<file path="src/rtl/mining_pkg.sv">
// Shared types and default widths for the mining dispatcher and the hashing module.
package mining_pkg;

    localparam int NONCE_W_DEF = 32;
    localparam int HASH_W_DEF  = 256;

    typedef enum logic [2:0] {
        ST_IDLE,
        ST_ISSUE,
        ST_WAIT,
        ST_CHECK,
        ST_ABORT
    } dispatch_state_t;

endpackage

</file>
<file path="src/rtl/flex_counter.sv">
// Up-counter with synchronous clear, enable and a programmable rollover value.
module flex_counter #(
    parameter int WIDTH = 4
) (
    input  logic             clk,
    input  logic             rst,
    input  logic             clear,
    input  logic             count_enable,
    input  logic [WIDTH-1:0] rollover_val,
    output logic             rollover_flag
);

    logic [WIDTH-1:0] count_q;
    logic [WIDTH-1:0] count_d;

    always_comb begin
        // NOTE: default first so every path assigns count_d; otherwise a latch is inferred.
        count_d = count_q;
        if (clear) begin
            count_d = '0;
        end else if (count_enable) begin
            count_d = (count_q == rollover_val) ? '0 : count_q + 1'b1;
        end
    end

    // NOTE: non-blocking here so every flop samples pre-edge values regardless of block order.
    always_ff @(posedge clk) begin
        if (rst) begin
            count_q <= '0;
        end else begin
            count_q <= count_d;
        end
    end

    assign rollover_flag = (count_q == rollover_val);

endmodule

</file>
<file path="src/rtl/mining_dispatcher.sv">
// Walks a nonce range, issues one hash per nonce, and stops on a hit, range end, timeout or abort.
module mining_dispatcher
    import mining_pkg::*;
#(
    parameter int NONCE_W = NONCE_W_DEF,
    parameter int HASH_W  = HASH_W_DEF,
    parameter int TIMEOUT = 200
) (
    input  logic               clk,
    input  logic               rst,
    input  logic               start,
    input  logic               abort,
    input  logic [NONCE_W-1:0] nonce_start,
    input  logic [NONCE_W-1:0] nonce_end,
    input  logic [HASH_W-1:0]  target,
    input  logic               hash_done,
    input  logic [HASH_W-1:0]  hash_result,
    output logic               begin_hash,
    output logic               quit_hash,
    output logic [NONCE_W-1:0] nonce,
    output logic               busy,
    output logic               found,
    output logic [NONCE_W-1:0] golden_nonce,
    output logic               exhausted,
    output logic               timeout_err,
    output logic [NONCE_W-1:0] attempts
);

    localparam int TIMER_W = (TIMEOUT > 1) ? $clog2(TIMEOUT) : 1;
    localparam logic [TIMER_W-1:0] TIMER_LAST = TIMER_W'(TIMEOUT - 1);

    dispatch_state_t state_q, state_d;

    logic [NONCE_W-1:0] nonce_q, nonce_d;
    logic [NONCE_W-1:0] end_q, end_d;
    logic [HASH_W-1:0]  target_q, target_d;
    logic [HASH_W-1:0]  hash_q, hash_d;
    logic [NONCE_W-1:0] golden_q, golden_d;
    logic [NONCE_W-1:0] attempts_q, attempts_d;
    logic               found_q, found_d;
    logic               exhausted_q, exhausted_d;
    logic               timeout_err_q, timeout_err_d;

    logic timer_expired;
    logic hash_hit;
    logic at_end;

    // Timer is zeroed while the hash is issued, so it reads TIMER_LAST in the TIMEOUT-th WAIT cycle.
    flex_counter #(.WIDTH(TIMER_W)) u_timer (
        .clk          (clk),
        .rst          (rst),
        .clear        (state_q == ST_ISSUE),
        .count_enable (state_q == ST_WAIT),
        .rollover_val (TIMER_LAST),
        .rollover_flag(timer_expired)
    );

    assign hash_hit = (hash_q < target_q);
    assign at_end   = (nonce_q == end_q);

    // Next-state logic; abort pre-empts both hash_done and the timer.
    always_comb begin
        state_d = state_q;
        unique case (state_q)
            ST_IDLE:  if (start) state_d = ST_ISSUE;
            ST_ISSUE: state_d = abort ? ST_ABORT : ST_WAIT;
            ST_WAIT: begin
                if (abort)              state_d = ST_ABORT;
                else if (hash_done)     state_d = ST_CHECK;
                else if (timer_expired) state_d = ST_ABORT;
            end
            ST_CHECK: begin
                if (abort)                   state_d = ST_ABORT;
                else if (hash_hit || at_end) state_d = ST_IDLE;
                else                         state_d = ST_ISSUE;
            end
            ST_ABORT: state_d = ST_IDLE;
            default:  state_d = ST_IDLE;
        endcase
    end

    always_comb begin
        nonce_d       = nonce_q;
        end_d         = end_q;
        target_d      = target_q;
        hash_d        = hash_q;
        golden_d      = golden_q;
        attempts_d    = attempts_q;
        found_d       = found_q;
        exhausted_d   = exhausted_q;
        timeout_err_d = timeout_err_q;
        unique case (state_q)
            ST_IDLE: begin
                if (start) begin
                    nonce_d       = nonce_start;
                    end_d         = nonce_end;
                    target_d      = target;
                    attempts_d    = '0;
                    found_d       = 1'b0;
                    exhausted_d   = 1'b0;
                    timeout_err_d = 1'b0;
                end
            end
            ST_WAIT: begin
                if (!abort) begin
                    if (hash_done)          hash_d        = hash_result;
                    else if (timer_expired) timeout_err_d = 1'b1;
                end
            end
            ST_CHECK: begin
                if (!abort) begin
                    attempts_d = (&attempts_q) ? attempts_q : attempts_q + 1'b1;
                    if (hash_hit) begin
                        golden_d = nonce_q;
                        found_d  = 1'b1;
                    end else if (at_end) begin
                        exhausted_d = 1'b1;
                    end else begin
                        nonce_d = nonce_q + 1'b1;
                    end
                end
            end
            default: ;
        endcase
    end

    always_ff @(posedge clk) begin
        if (rst) begin
            state_q       <= ST_IDLE;
            nonce_q       <= '0;
            golden_q      <= '0;
            attempts_q    <= '0;
            found_q       <= 1'b0;
            exhausted_q   <= 1'b0;
            timeout_err_q <= 1'b0;
        end else begin
            state_q       <= state_d;
            nonce_q       <= nonce_d;
            golden_q      <= golden_d;
            attempts_q    <= attempts_d;
            found_q       <= found_d;
            exhausted_q   <= exhausted_d;
            timeout_err_q <= timeout_err_d;
        end
    end

    // NOTE: these wide datapath registers are always written before being read, so they carry no reset.
    always_ff @(posedge clk) begin
        end_q    <= end_d;
        target_q <= target_d;
        hash_q   <= hash_d;
    end

    always_comb begin
        begin_hash = 1'b0;
        quit_hash  = 1'b0;
        busy       = 1'b1;
        unique case (state_q)
            ST_IDLE:  busy       = 1'b0;
            ST_ISSUE: begin_hash = 1'b1;
            ST_ABORT: quit_hash  = 1'b1;
            default: ;
        endcase
    end

    assign nonce        = nonce_q;
    assign golden_nonce = golden_q;
    assign attempts     = attempts_q;
    assign found        = found_q;
    assign exhausted    = exhausted_q;
    assign timeout_err  = timeout_err_q;

endmodule

</file>
<file path="config.mk">
export PLATFORM = sky130hd
export DESIGN_NAME = mining_dispatcher
export DESIGN_NICKNAME = d
export VERILOG_FILES = /design/src/rtl/mining_pkg.sv /design/src/rtl/flex_counter.sv /design/src/rtl/mining_dispatcher.sv
export SDC_FILE = /design/constraint.sdc
export NUM_CORES = 1
export LEC_CHECK = 0
export ABC_AREA = 1
export ABC_CLOCK_PERIOD_IN_PS = 11900
export CAP_MARGIN = 40
export CORE_AREA = 3 3 267 269
export DETAILED_ROUTE_END_ITERATION = 12
export DIE_AREA = 0 0 270 272
export PLACE_DENSITY = 0.69
export SKIP_LAST_GASP = 1
export SLEW_MARGIN = 15
export SYNTH_ARGS = -nofsm -noshare
export SYNTH_HDL_FRONTEND = slang
export SYNTH_HIERARCHICAL = 1
export SYNTH_SLANG_ARGS = --single-unit
</file>
<file path="constraint.sdc">
create_clock -name clk -period 11.9 [get_ports clk]
set_clock_uncertainty 0.15 [all_clocks]
set_input_delay 2.38 -clock clk [delete_from_list [all_inputs] [get_ports clk]]
set_output_delay 2.38 -clock clk [all_outputs]
set_load 0.02 [all_outputs]
</file>
==> results.rst <==
.. list-table::
   :header-rows: 1

   * - Metric
     - Value
   * - Outcome
     - finished, final reports clean
   * - Yosys warning count
     - 6
   * - IO Pins
     - 683
   * - Antenna violations before repair
     - 40
   * - Vias per Instance
     - between 4 and 5
   * - Largest net degree at the start of global routing
     - approximately 110
   * - Capture point of the critical path
     - hash_q[69]$_DFFE_PP_
   * - Most common cell on crit path
     - buf_16
   * - Global-route wire length before repair
     - 121000 um
   * - Mean instance size in the synthesized netlist
     - 11.4 um^2
   * - Layout Utilization
     - 0.581
   * - Kind of capture point of the worst setup path
     - register
   * - CP max FO
     - 100
   * - Placement row count
     - 96
   * - Cell taking the most area after synthesis
     - edfxtp_1
   * - Number of distinct library cells after synthesis
     - 49
   * - Number of design-rule violations left by the first detailed-router iteration
     - ~1700
   * - Master of the slowest instance on the critical path
     - buf_4
   * - CTS Buffer Depth
     - 3
   * - Floorplan die area
     - 73400 um^2
   * - Total via count in the routed design
     - about 21000
   * - CP Buf/Inv Count
     - 5
   * - Fmax
     - between 0.2 and 0.25 GHz
   * - Top post-synthesis cells by area
     - edfxtp_1, ha_1, dfxtp_1
   * - Crit Reg-Reg Startpoint
     - hash_q[159]$_DFFE_PP_
   * - Async SR Flop Fraction
     - 0
   * - Final RePlAce weighted congestion
     - about 0.90
   * - Max-cap violations
     - 0
   * - Final max-slew violation count
     - 0
   * - Maximum cell stage delay along the critical path
     - roughly 0.58 ns
   * - Cts bufs inserted
     - 73
   * - Vertical extent of the die
     - approximately 270 um
   * - Reg2reg end
     - nonce[19]$_SDFFE_PP0P_
   * - PwrDens
     - around 140 nW/um^2
   * - Worst path depth
     - 7
   * - Worst Reg2Reg Path Length in Cells
     - 12
   * - Remaining number of nets flagged by the antenna check after routing
     - 0
   * - Top delay family on crit path
     - buffers and inverters
   * - Aggregate negative setup slack
     - 0 ns
   * - Via count of the first global-routing pass
     - roughly 21000
   * - Num Clock Sinks
     - around 650
   * - Layout cell share with drive strength beyond 1
     - 0.0444
   * - Growth of design area from synthesis to finish
     - 36.6%
   * - Net count reported at finish
     - 4140
   * - Number of buffers added for setup after CTS
     - 0
   * - Critical Path AT
     - 4.90 ns
   * - Instance count along the most critical hold path
     - 2
   * - Type of the setup path with the least slack
     - in2reg
   * - Floorplan core area
     - just under 70000 um^2
   * - Final setup violation count
     - 0
   * - Clock period minus final worst setup slack
     - about 4.7 ns
   * - Detailed-route wire length per cell
     - approximately 19 um
   * - Actual transition at the worst max-transition pin
     - about 0.76 ns
   * - Setup repair after global routing missed its margin
     - no
   * - Total grt overflow
     - 0
   * - Share of the synthesized area in the top cell type
     - 0.558
   * - GRT Overall Usage
     - 0.218
   * - Ys flop type
     - edfxtp_1
   * - Total half-perimeter wirelength after legalization and detailed placement
     - 63800 um
   * - Worst vdd rail ir drop
     - 0.117 mV
   * - EDFF count, synth
     - approximately 540
   * - Clock tree from TritonCTS
     - done
   * - Final count of hold timing violations
     - 0
   * - Chip Width
     - 270 um
   * - DRC violation count after routing
     - 0
   * - Post-route total power
     - approximately 5.8 mW
   * - Internal reg-to-reg setup slack
     - a little over 8 ns
   * - Relative slew slack
     - 0.492
   * - CTS clk-pin slew, worst paths
     - about 0.060 ns
   * - Worst-skew pair later-pin latency
     - about 0.63 ns
   * - Chain of cells forming the critical path
     - clkdlybuf4s50_1 > nor2_1 > nand2_1 > inv_8 > buf_16 > buf_4 > buf_16
   * - Starting Density
     - 0.425
   * - Root Buffer
     - clkbuf_16
   * - Pre-antenna DRT Iters
     - 6
   * - CTS-repair resized insts
     - 0
   * - Leakage
     - ~16 nW
   * - Post-CTS Hold Buffers
     - 0
   * - Netlist Area Pre-Place
     - roughly 29000 um^2
   * - Worst setup startpoint
     - abort
   * - Register bit count reported by yosys
     - 654
   * - Element type at the critical path start
     - input port
   * - Portion of the post-synthesis area used by sequential elements
     - 0.633
   * - Post-Synthesis Cells
     - 2557
   * - Fraction of the cycle the final worst path needs
     - 0.399
   * - Number of input and output port buffers inserted
     - between 600 and 700
   * - Final Routed Wirelength
     - 82000 um
   * - CTS H-tree lvls
     - 3
   * - Worst Hold Class
     - reg2reg
   * - Data required time at the worst endpoint
     - 12.05 ns
[flip-flops by register name (all words and copies together), names as in the netlist]
name and flops:
hash_q 256, target_q 256, attempts 32, end_q 32
golden_nonce 32, nonce 32, u_timer/count_q 8, state_q 3
exhausted 1, found 1, timeout_err 1
[logic make-up (layout without fill, tap and decap cells)]
logic type                 after synthesis  in the layout  synth area share
adders and majority gates              258            258             0.110
muxes                                   14             14           0.00479
buffers and inverters                  467           1253            0.0610
AOI/OAI and AO/OA                      313            313            0.0565
DFF                                    654            654             0.633
xor gates and xnor gates                61             61            0.0182
other                                    2             46          0.000257
and+or+nand+nor                        788            788             0.116
[stage by stage]
stage	instance area (um^2)	cells	setup WS, ns	hold WS [ns]
2_1_floorplan	29300	2568	3.08	0.376
3_3_place_gp	37200	4149	6.01	0.286
3_5_place_dp	37400	4155	6.55	0.306
4_1_cts	39800	4283	7.13	0.315
5_1_grt	40000	4312	7.01	0.336
6_report	40000	4318	7.15	0.315
[worst min-delay path by stage]
stage                                        startpoint                       endpoint
final                     golden_nonce[17]$_SDFFE_PP0P_  golden_nonce[17]$_SDFFE_PP0P_
after CTS                        exhausted$_SDFFE_PP0P_         exhausted$_SDFFE_PP0P_
after detailed placement         exhausted$_SDFFE_PP0P_         exhausted$_SDFFE_PP0P_
after global placement           exhausted$_SDFFE_PP0P_         exhausted$_SDFFE_PP0P_
after floorplan                  exhausted$_SDFFE_PP0P_         exhausted$_SDFFE_PP0P_
after global routing      golden_nonce[16]$_SDFFE_PP0P_  golden_nonce[16]$_SDFFE_PP0P_
[layout make-up]
type / instances / area (um^2)
Multi-Input combinational cell: 1447 / 8990
Clock inverter: 38 / 541
Clock buffer: 90 / 1940
Fill cell: 5702 / 28800
Tap cell: 931 / 1160
Antenna cell: 33 / 82.6
Inverter: 426 / 1610
Sequential cell: 654 / 18500
Timing Repair Buffer: 699 / 7110
[cell usage in the layout, fill, tap and decap left out, types with 68 or more instances in the layout]
cell type / count
nand2_1: 428
inv_1: 417
ha_1: 258
clkdlybuf4s50_1: 682
o21ai_0: 68
dfxtp_1: 110
nor2_1: 170
a21oi_1: 199
edfxtp_1: 544
clkbuf_16: 75
[worst register-to-register path, cell delays in order (launching register included)]
cell and delay [ns]:
edfxtp_1 0.36, ha_1 0.30, nand2_1 0.07, nor2_1 0.18, inv_1 0.08, nor4_1 0.56
nand4_1 0.30, nor2_1 0.22, nand2_1 0.25, nand3_4 0.30, nand3_4 0.50, nor2_1 0.32
nor2_1 0.08
[Yosys cell counts, types with 20 or more instances]
master	number
a21oi_1	199
clkbuf_1	20
dfxtp_1	110
edfxtp_1	544
ha_1	258
inv_1	419
nand2_1	429
nand3_1	52
nand4_1	52
nor2_1	170
nor3_1	37
o21ai_0	68
xnor2_1	27
xor2_1	34
[report_power, final]
part | internal, mW | leakage, nW | switching [mW]
Clock | 1.39 | 1.20 | 0.937
Sequential | 2.64 | 5.95 | 0.0789
Combinational | 0.348 | 8.97 | 0.357
Total | 4.38 | 16.1 | 1.37
[per-layer routing]
| metal | part of all wire | track usage | wire length (um) |
|---|---|---|---|
| met1 | 0.38 | 0.257 | 31000 |
| met2 | 0.50 | 0.370 | 40600 |
| met3 | 0.083 | 0.0624 | 6810 |
| met4 | 0.043 | 0.103 | 3490 |
| met5 | 0.00093 | 0 | 76 |
Power figures use the tool's default switching activity.
